**config.mk**
```make
export PLATFORM = sky130hd
export DESIGN_NAME = pkt_stream_sequencer
export DESIGN_NICKNAME = d
export VERILOG_FILES = /design/src/rtl/pkt_stream_sequencer.sv
export SDC_FILE = /design/constraint.sdc
export NUM_CORES = 2
export LEC_CHECK = 0
export ABC_AREA = 0
export CORE_AREA = 2 2 450 452
export DETAILED_ROUTE_END_ITERATION = 16
export DIE_AREA = 0 0 452 454
export DONT_BUFFER_PORTS = 1
export PLACE_DENSITY = 0.73
export SYNTH_ARGS = -nofsm -noshare
export SYNTH_HDL_FRONTEND = slang
export SYNTH_SLANG_ARGS = --single-unit
```
**constraint.sdc**
```tcl
create_clock -name clk -period 5.1 [get_ports clk]
set_clock_uncertainty 0.05 [all_clocks]
set_input_delay 0.51 -clock clk [delete_from_list [all_inputs] [get_ports clk]]
set_output_delay 0.51 -clock clk [all_outputs]
set_load 0.02 [all_outputs]
```
**src/rtl/pkt_stream_sequencer.sv**
```systemverilog
// Purpose: resolves each packet's flow key to a 6-bit stream ID and feeds the regex bank one character per cycle.
// Latency: load_state 2 cycles after the sop word is accepted; first char LOAD_GAP+1 cycles later; eop EOP_DELAY+1 after the last char.
// Backpressure: in_rdy is high in IDLE, and in BYTES on the last byte of a non-eop word or while waiting for a word; otherwise low.
//
// Ports:
//   clk, rst                      clock, synchronous active-high reset
//   in_data/in_vld/in_rdy         32-bit packet word handshake, byte [31:24] first
//   in_sop/in_eop/in_nbytes       packet framing; in_nbytes=0 means 4 bytes in the eop word
//   in_key                        flow key, sampled with the accepted sop word
//   char_in/char_in_vld           character stream to the matchers
//   load_state/stream_id/new_stream_id  start-of-packet pulse and resolved stream ID
//   eop                           end-of-packet pulse
//   drop_cnt                      saturating count of words dropped outside a packet
module pkt_stream_sequencer #(
  parameter int LOAD_GAP  = 1,
  parameter int EOP_DELAY = 3
) (
  input  logic        clk,
  input  logic        rst,
  input  logic [31:0] in_data,
  input  logic        in_vld,
  output logic        in_rdy,
  input  logic        in_sop,
  input  logic        in_eop,
  input  logic [1:0]  in_nbytes,
  input  logic [31:0] in_key,
  output logic [7:0]  char_in,
  output logic        char_in_vld,
  output logic        load_state,
  output logic [5:0]  stream_id,
  output logic        new_stream_id,
  output logic        eop,
  output logic [15:0] drop_cnt
);

  typedef enum logic [2:0] {
    S_IDLE, S_LOOKUP, S_LOAD, S_GAP, S_BYTES, S_DRAIN, S_EOP
  } state_t;

  localparam logic [7:0] GAP_LAST   = 8'(LOAD_GAP  > 0 ? LOAD_GAP  - 1 : 0);
  localparam logic [7:0] DRAIN_LAST = 8'(EOP_DELAY > 0 ? EOP_DELAY - 1 : 0);

  state_t      r_state, w_next;

  logic [31:0] r_word;
  logic        r_word_vld;     // word register still holds unsent bytes
  logic        r_last;         // word register holds the eop word
  logic [1:0]  r_last_idx;     // index of the final valid byte in the word register
  logic [1:0]  r_idx;
  logic [31:0] r_key;
  logic        r_hit;
  logic [5:0]  r_hit_idx;
  logic [5:0]  r_alloc_ptr;
  logic [5:0]  r_stream_id;
  logic [7:0]  r_char;
  logic [15:0] r_drop_cnt;
  logic [7:0]  r_cnt;
  logic [31:0] r_tbl_key [64];
  logic [63:0] r_tbl_vld;

  logic        w_lk_hit;
  logic [5:0]  w_lk_idx;
  logic [7:0]  w_byte;
  logic        w_last_byte;
  logic [1:0]  w_in_last_idx;
  logic [5:0]  w_sid;
  logic        w_rdy, w_cvld, w_load, w_new, w_eop;
  logic        w_cap;

  // Parallel compare; allocation only on a miss keeps at most one match.
  always_comb begin
    w_lk_hit = 1'b0;
    w_lk_idx = 6'd0;
    for (int i = 0; i < 64; i++) begin
      if (r_tbl_vld[i] && (r_tbl_key[i] == r_key)) begin
        w_lk_hit = 1'b1;
        w_lk_idx = 6'(i);
      end
    end
  end

  assign w_byte        = 8'(r_word >> {~r_idx, 3'b000});
  assign w_last_byte   = (r_idx == r_last_idx);
  assign w_in_last_idx = in_eop ? (in_nbytes - 2'd1) : 2'd3;
  assign w_sid         = r_hit ? r_hit_idx : r_alloc_ptr;
  // A word is loaded either as the sop word in IDLE or as any word in BYTES.
  assign w_cap         = w_rdy && in_vld && ((r_state == S_BYTES) || in_sop);

  always_ff @(posedge clk) begin
    if (rst) r_state <= S_IDLE;
    else     r_state <= w_next;
  end

  always_comb begin
    w_next = r_state;
    w_rdy  = 1'b0;
    w_cvld = 1'b0;
    w_load = 1'b0;
    w_new  = 1'b0;
    w_eop  = 1'b0;
    case (r_state)
      S_IDLE: begin
        w_rdy = 1'b1;
        if (in_vld && in_sop) w_next = S_LOOKUP;
      end
      S_LOOKUP: w_next = S_LOAD;
      S_LOAD: begin
        w_load = 1'b1;
        w_new  = ~r_hit;
        w_next = (LOAD_GAP > 0) ? S_GAP : S_BYTES;
      end
      S_GAP: if (r_cnt == GAP_LAST) w_next = S_BYTES;
      S_BYTES: begin
        if (r_word_vld) begin
          w_cvld = 1'b1;
          if (w_last_byte) begin
            if (r_last) w_next = (EOP_DELAY > 0) ? S_DRAIN : S_EOP;
            else        w_rdy  = 1'b1;
          end
        end else begin
          w_rdy = 1'b1;
        end
      end
      S_DRAIN: if (r_cnt == DRAIN_LAST) w_next = S_EOP;
      S_EOP: begin
        w_eop  = 1'b1;
        w_next = S_IDLE;
      end
      default: w_next = S_IDLE;
    endcase
  end

  always_ff @(posedge clk) begin
    if (rst) begin
      r_word      <= '0;
      r_word_vld  <= 1'b0;
      r_last      <= 1'b0;
      r_last_idx  <= '0;
      r_idx       <= '0;
      r_key       <= '0;
      r_hit       <= 1'b0;
      r_hit_idx   <= '0;
      r_alloc_ptr <= '0;
      r_stream_id <= '0;
      r_char      <= '0;
      r_drop_cnt  <= '0;
      r_cnt       <= '0;
      r_tbl_vld   <= '0;
    end else begin
      r_cnt <= ((r_state == S_GAP) || (r_state == S_DRAIN)) ? r_cnt + 8'd1 : 8'd0;

      if (w_cap) begin
        r_word     <= in_data;
        r_word_vld <= 1'b1;
        r_last     <= in_eop;
        r_last_idx <= w_in_last_idx;
        r_idx      <= '0;
      end else if ((r_state == S_BYTES) && r_word_vld) begin
        if (w_last_byte) r_word_vld <= 1'b0;
        else             r_idx      <= r_idx + 2'd1;
      end

      if ((r_state == S_IDLE) && in_vld && in_sop) r_key <= in_key;

      if ((r_state == S_IDLE) && in_vld && !in_sop && (r_drop_cnt != 16'hFFFF))
        r_drop_cnt <= r_drop_cnt + 16'd1;

      if (r_state == S_LOOKUP) begin
        r_hit     <= w_lk_hit;
        r_hit_idx <= w_lk_idx;
      end

      // On a miss (including a full table) the FIFO slot at alloc_ptr is claimed.
      if (r_state == S_LOAD) begin
        r_stream_id <= w_sid;
        if (!r_hit) begin
          r_tbl_vld[r_alloc_ptr] <= 1'b1;
          r_alloc_ptr            <= r_alloc_ptr + 6'd1;
        end
      end

      if (w_cvld) r_char <= w_byte;
    end
  end

  // Key storage needs no reset: entries are qualified by r_tbl_vld.
  always_ff @(posedge clk) begin
    if (!rst && (r_state == S_LOAD) && !r_hit) r_tbl_key[r_alloc_ptr] <= r_key;
  end

  assign in_rdy        = w_rdy & ~rst;
  assign char_in_vld   = w_cvld & ~rst;
  assign char_in       = rst ? 8'd0 : (w_cvld ? w_byte : r_char);
  assign load_state    = w_load & ~rst;
  assign new_stream_id = w_new & ~rst;
  assign stream_id     = rst ? 6'd0 : ((r_state == S_LOAD) ? w_sid : r_stream_id);
  assign eop           = w_eop & ~rst;
  assign drop_cnt      = rst ? 16'd0 : r_drop_cnt;

endmodule
```
After elaboration in Yosys (flattened, before gate mapping)
Memory sizes are Yosys's and may differ from the RTL's.
Cells that the tools add are included.

operators by class
  add/subtract/negate cells = 5
  order comparisons = 2
  equal/unequal tests = 79
  shifts and indexed selects = 1
  multiplexer cells = 157
  bitwise gates (word level) = 11
  reductions and logical operators = 90

operators with widths
  operator                                             number
  equality test 32 bit                                 64
  2-to-1 mux 6 bit                                     65
  2-to-1 mux 1 bit                                     79
  logical AND 1 bit                                    75
  OR 64 bit                                            1
  >> shifter 32 x 5 -> 8 bit                           1
  2-to-1 mux 3 bit                                     6
  case mux 3 bit (6 select lines)                      1
  adder 16 x 1 -> 16 bit, second input constant        1
  2-to-1 mux 16 bit                                    1
  2-to-1 mux 8 bit                                     2
  != test 16 bit, second input constant                1
  != test 2 bit, second input constant                 6
  equality test 3 bit, second input constant           3
  adder 8 x 1 -> 8 bit, second input constant          1
  equality test 8 x 2 -> 1 bit, second input constant  1
  logical NOT 8 bit                                    1
  < comparator 6 x 7 -> 1 bit, second input constant   1
  adder 6 x 1 -> 6 bit, second input constant          1
  demux 1 bit (select 6 bit)                           1
  equality test 3 x 2 -> 1 bit, second input constant  2
  >= comparator 6 x 1 -> 1 bit, second input constant  1
  AND reduction 2 bit                                  3
  AND reduction 6 bit                                  1
  other kinds (14)                                     26

storage, ports and cells
  flip-flop bits (word level) = 188
  RAM bits = 2048
  bits of input ports = 71
  output and inout bits = 35
  logic and storage cells = 361
  memories = 1

memory list
  name       depth  bits a word  read ports  clocked after memory_dff  write ports  line  RTL
  r_tbl_key  64     32           64          0                         1            58    logic [31:0] r_tbl_key [64];

Logic depth before layout (Yosys ltp)
An unclocked memory read counts as a cell.

  depth in word-level cells = 67
  depth in mapped cells = 15
  depth with buffers taken out = 12

Least setup slack after synthesis
Ideal clock, no wire load.

  path type = register to register
  start point = register r_state[2]
  end point = memory r_tbl_key[63][0] (enable)
  library setup time = 0.423 ns
  data arrival time = 3.362 ns
  required time = 4.627 ns
  path slack = 1.265 ns
  cell stages (with the launch flop) = 8
  buffers on the path = 1
  cells stage by stage = dfxtp_1 -> nand2b_1 -> or2_2 -> nor3_1 -> and2_1 -> clkbuf_1 -> nand3_1 -> nor2_1

between the ends
  longest elaborated chain between the ends = 5

RTL lines
  element                                 line  RTL
  from (decl)                             43    state_t r_state, w_next;
  from (signal assigned)                  91    else r_state <= w_next;
  equality test 3 x 2 -> 1 bit            188   if (!rst && (r_state == S_LOAD) && !r_hit) r_tbl_key[r_alloc_ptr] <= r_key;
  logical AND 1 bit (2 in a row)          188
  2-to-1 mux 1 bit                        188
  2-to-1 mux 1 bit (not written as such)  188
  to (decl)                               58

No other way between the ends.

Worst setup path after layout
  start point = register r_key[25]
  end point = register r_hit_idx[0]

between the ends
  longest elaborated chain between the ends = 65
  elaborated cells between the ends (all ways) = 189

RTL lines
  element                         line  RTL
  from (decl)                     50    logic [31:0] r_key;
  from (signal assigned)          163   if ((r_state == S_IDLE) && in_vld && in_sop) r_key <= in_key;
  equality test 32 bit            75    if (r_tbl_vld[i] && (r_tbl_key[i] == r_key)) begin
  logical AND 1 bit               75
  2-to-1 mux 1 bit                75
  2-to-1 mux 6 bit (61 in a row)  75
  2-to-1 mux 6 bit (*)            75
  to (signal assigned)            170   r_hit_idx <= w_lk_idx;
  to (decl)                       52    logic [5:0] r_hit_idx;

Every way passes the cells marked *; elsewhere a longest branch is shown, timed or not.
A chain may end at the register's enable or synchronous reset.

==> reports/results.tsv <==
stage	metric	value	unit
yosys	Net Count, Synth	6135	
routing	DRC	0	
die	Top Ports	106	
clock_network	post_cts resized	0	
setup_path	worst reg-to-reg path cell count	11	
global_routing	vias in the first global route	51327	
global_routing	first-pass GRT wire length	356000	um
yosys	ys async rst share	0	
setup_path	CP Capture Type	register	
clock_network	hold_buf cts	71	
setup_path	critical path startpoint	r_key[25]$_SDFFE_PP0P_	
timing	Hold Fails Final Rpt	0	
pwr	Leak	0.0339	uW
yosys	Most used DFF post-synth	edfxtp_1	
flow_run	max cap viols	0	
routing	top sig layer	met4	
routing	Met3 Routed Length	22100	um
setup_path	Required @ worst endpoint	5.77	ns
yosys	EDFF count, synth	2048	
run_status	status	finished clean	
yosys	largest family of logic cells by synthesized area	XOR/XNOR gates	
die	Die H	454	um
place	Port Buffers	0	
timing	fmax	0.239	GHz
die	DIE AREA	205000	um2
finish	final layout net count	6504	
timing	setup tns final	0	ns
yosys	Cells after Synth	6059	
die	initial core utilization	0.466	
yosys	Yosys top cell area share	0.657	
routing	met2 routed WL	114000	um
setup_path	critical path class	register to register	
clock_network	worst-skew pair later-pin latency	0.86	ns
setup_path	crit path to	r_hit_idx[0]$_SDFFE_PP0N_	
clock_network	CTS Sinks	2236	
routing	DR vias/cell	5.68	
yosys	post-synthesis mux area share	0.00278	
yosys	Commonest cells post-synth	edfxtp_1, xnor2_1, xor2_1	
clock_network	clk buf depth	3	
setup_path	slowest CP cell	dfxtp_4	
timing	Rel. slew slack	0.0473	
finish	area taken by multi-input logic gates	26400	um2
pwr	Peak VDD IR	0.409	mV
finish	FF+latch area	65400	um2
yosys	Simple-Gate Fraction of Synth Area	0.0682	
setup_path	flop2flop setup slack	0.92	ns
finish	share of cells above drive strength 1	0.123	
timing	Final Max Tran Viols	0	
die	row cnt	165	
setup_path	delay-heaviest family, CP	simple AND/OR/NAND/NOR gates	
yosys	Synth cell types	63	
yosys	most frequent cell after synthesis	edfxtp_1	
global_routing	antenna violations before repair	6	
pwr	Power Dens Cells	370	nW/um2
finish	Syn-to-layout area delta	14.0	%
setup_path	crit path DAT	4.85	ns
yosys	warnings from Yosys	0	
timing	min Tclk post-route	4.18	ns
setup_path	Worst Path Max Fanout	32	
setup_path	Crit path largest cell delay	0.83	ns
die	Die W	452	um
yosys	syn avg cell area	15.5	um2
timing	final worst-path cycle share	0.819	
finish	Core Util, Final	0.531	
place	HPWL Detailed	147000	um
place	routability cong.	0.876	
routing	WL per Instance	26.3	um
clock_network	CTS buffer count	213	
routing	Final ANT Viol Nets	0	
setup_path	CP bufs+invs	1	
clock_network	TritonCTS clock tree	done	
routing	first-pass iteration count of the detailed router	5	
clock_network	Clk pin slew, worst setup/hold paths	0.07	ns
clock_network	number of post-CTS setup repair buffers	0	
yosys	Synth Area in Compound Gates	0.0153	
yosys	area leader, netlist	edfxtp_1	
setup_path	RR Startpoint	r_key[25]$_SDFFE_PP0P_	
yosys	Adder-Cell Fraction of Synth Area	0.000668	
hold_path	HP Class	primary input to register	
yosys	Synth area leaders	edfxtp_1, xnor2_1, xor2_1	
global_routing	pin count of the biggest net entering global routing	136	
die	Core ar.	201000	um2
routing	total vias in the final route	52749	
pwr	Tot Pwr	39500	uW
timing	RSZ-0062 raised after global routing	false	
global_routing	total grt overflow	0	
yosys	Netlist Area Pre-Place	93700	um2
yosys	flops & latches, synth	2236	
yosys	Synth Area in XOR/XNOR	0.193	
timing	Worst Tran Pin Value	1.42	ns
setup_path	CP Depth	11	
yosys	sequential fraction of the synthesis area	0.697	
finish	# fillers	15688	
routing	DR iter-0 viols	6867	
global_routing	Total GRT Usage	0.235	
clock_network	CTS root buf	clkbuf_16	
setup_path	FF-to-FF End	r_hit_idx[0]$_SDFFE_PP0N_	
routing	WL final	245000	um
routing	met1 wire length	102000	um
setup_path	crit start category	register	
setup_path	critical path cell sequence	buf_4, xor2_1, nor4_1, nand4_1, or4_1, o21ai_0, nor2_1, a221oi_1, nor3_1, o221ai_1, a21oi_1	
timing	Setup Viol. Count Final	0	
clock_network	H-tree levels	4	
[sequential cells by signal (all words and copies together), names as in the netlist, 3 cells and up]
register,cells
r_tbl_key,2048
r_tbl_vld,64
r_key,32
r_word,32
r_drop_cnt,16
r_char,8
r_cnt,8
r_alloc_ptr,6
r_hit_idx,6
r_stream_id,6
r_state,3
[worst min path at each step]
stage / start / endpoint / slack (ns) / cells after the start
final: rst / r_drop_cnt[6]$_SDFFE_PP0P_ / 0.05 / 2
after global routing: rst / r_drop_cnt[11]$_SDFFE_PP0P_ / 0.09 / 2
after CTS: in_key[21] / r_key[21]$_SDFFE_PP0P_ / 0.007 / 2
after detailed placement: r_tbl_vld[35]$_SDFFE_PP0P_ / r_tbl_vld[35]$_SDFFE_PP0P_ / 0.39 / 1
after global placement: r_tbl_vld[62]$_SDFFE_PP0P_ / r_tbl_vld[62]$_SDFFE_PP0P_ / 0.38 / 1
after floorplan: r_tbl_vld[35]$_SDFFE_PP0P_ / r_tbl_vld[35]$_SDFFE_PP0P_ / 0.37 / 1
[layer usage]
layer | GRT usage | vias to the layer above
li1 | - | 22741
met5 | 0 | -
met2 | 0.374 | 2613
met4 | 0.0704 | 0
met3 | 0.0414 | 365
met1 | 0.331 | 27030
[final cells by class]
cell class,count,share of cell area
sequential,2236,0.612
multi-input combinational,3484,0.248
clock buffer,314,0.0586
timing repair buffer,439,0.0394
tap,2672,0.0313
clock inverter,90,0.00865
inverter,54,0.00190
antenna,5,0.000117
[logic make-up after synthesis]
| family | count (synthesis) |
|---|---|
| flops | 2236 |
| simple gates | 1166 |
| fa+ha+maj | 5 |
| buf+inv | 339 |
| mux | 16 |
| xor+xnor | 2065 |
| compound gates | 232 |
[cell usage in the layout, fill, tap and decap left out, types with 16 or more instances in the layout]
master         count
clkbuf_1          56
inv_1             53
clkinv_2          32
o21ai_0           28
nor4_1           163
buf_4            311
a21o_1            39
nand3_1           93
nor2_1            75
nand2_1          203
xor2_1           450
nor3_1            29
clkbuf_16        222
bufinv_16         16
nand4_1          423
a21oi_1           98
buf_12            57
clkinv_1          24
dlygate4sd3_1     70
xnor2_1         1612
clkbuf_8          36
dfxtp_4           32
edfxtp_1        2048
or4_1             44
nor2b_1           20
nor2_2            62
o22ai_1           25
dfxtp_1          156
[power breakdown]
part           leakage (uW)  total [uW]  switching [uW]  internal (uW)
clock               0.00351       16200            6850           9310
sequential           0.0205       20400             296          20100
combinational       0.00990        2890            1820           1070
[metrics by stage]
stage	setup WS [ns]	instances	area [um2]	hold WS (ns)
finish	0.922	9294	107000	0.0534
detailed placement	1.09	8814	98800	0.387
global placement	1.06	8814	98800	0.382
floorplan	1.26	6059	93700	0.370
global route	0.855	9290	107000	0.0863
CTS	1.08	9289	107000	0.00662
No activity file was read; power rests on OpenSTA's default activity.
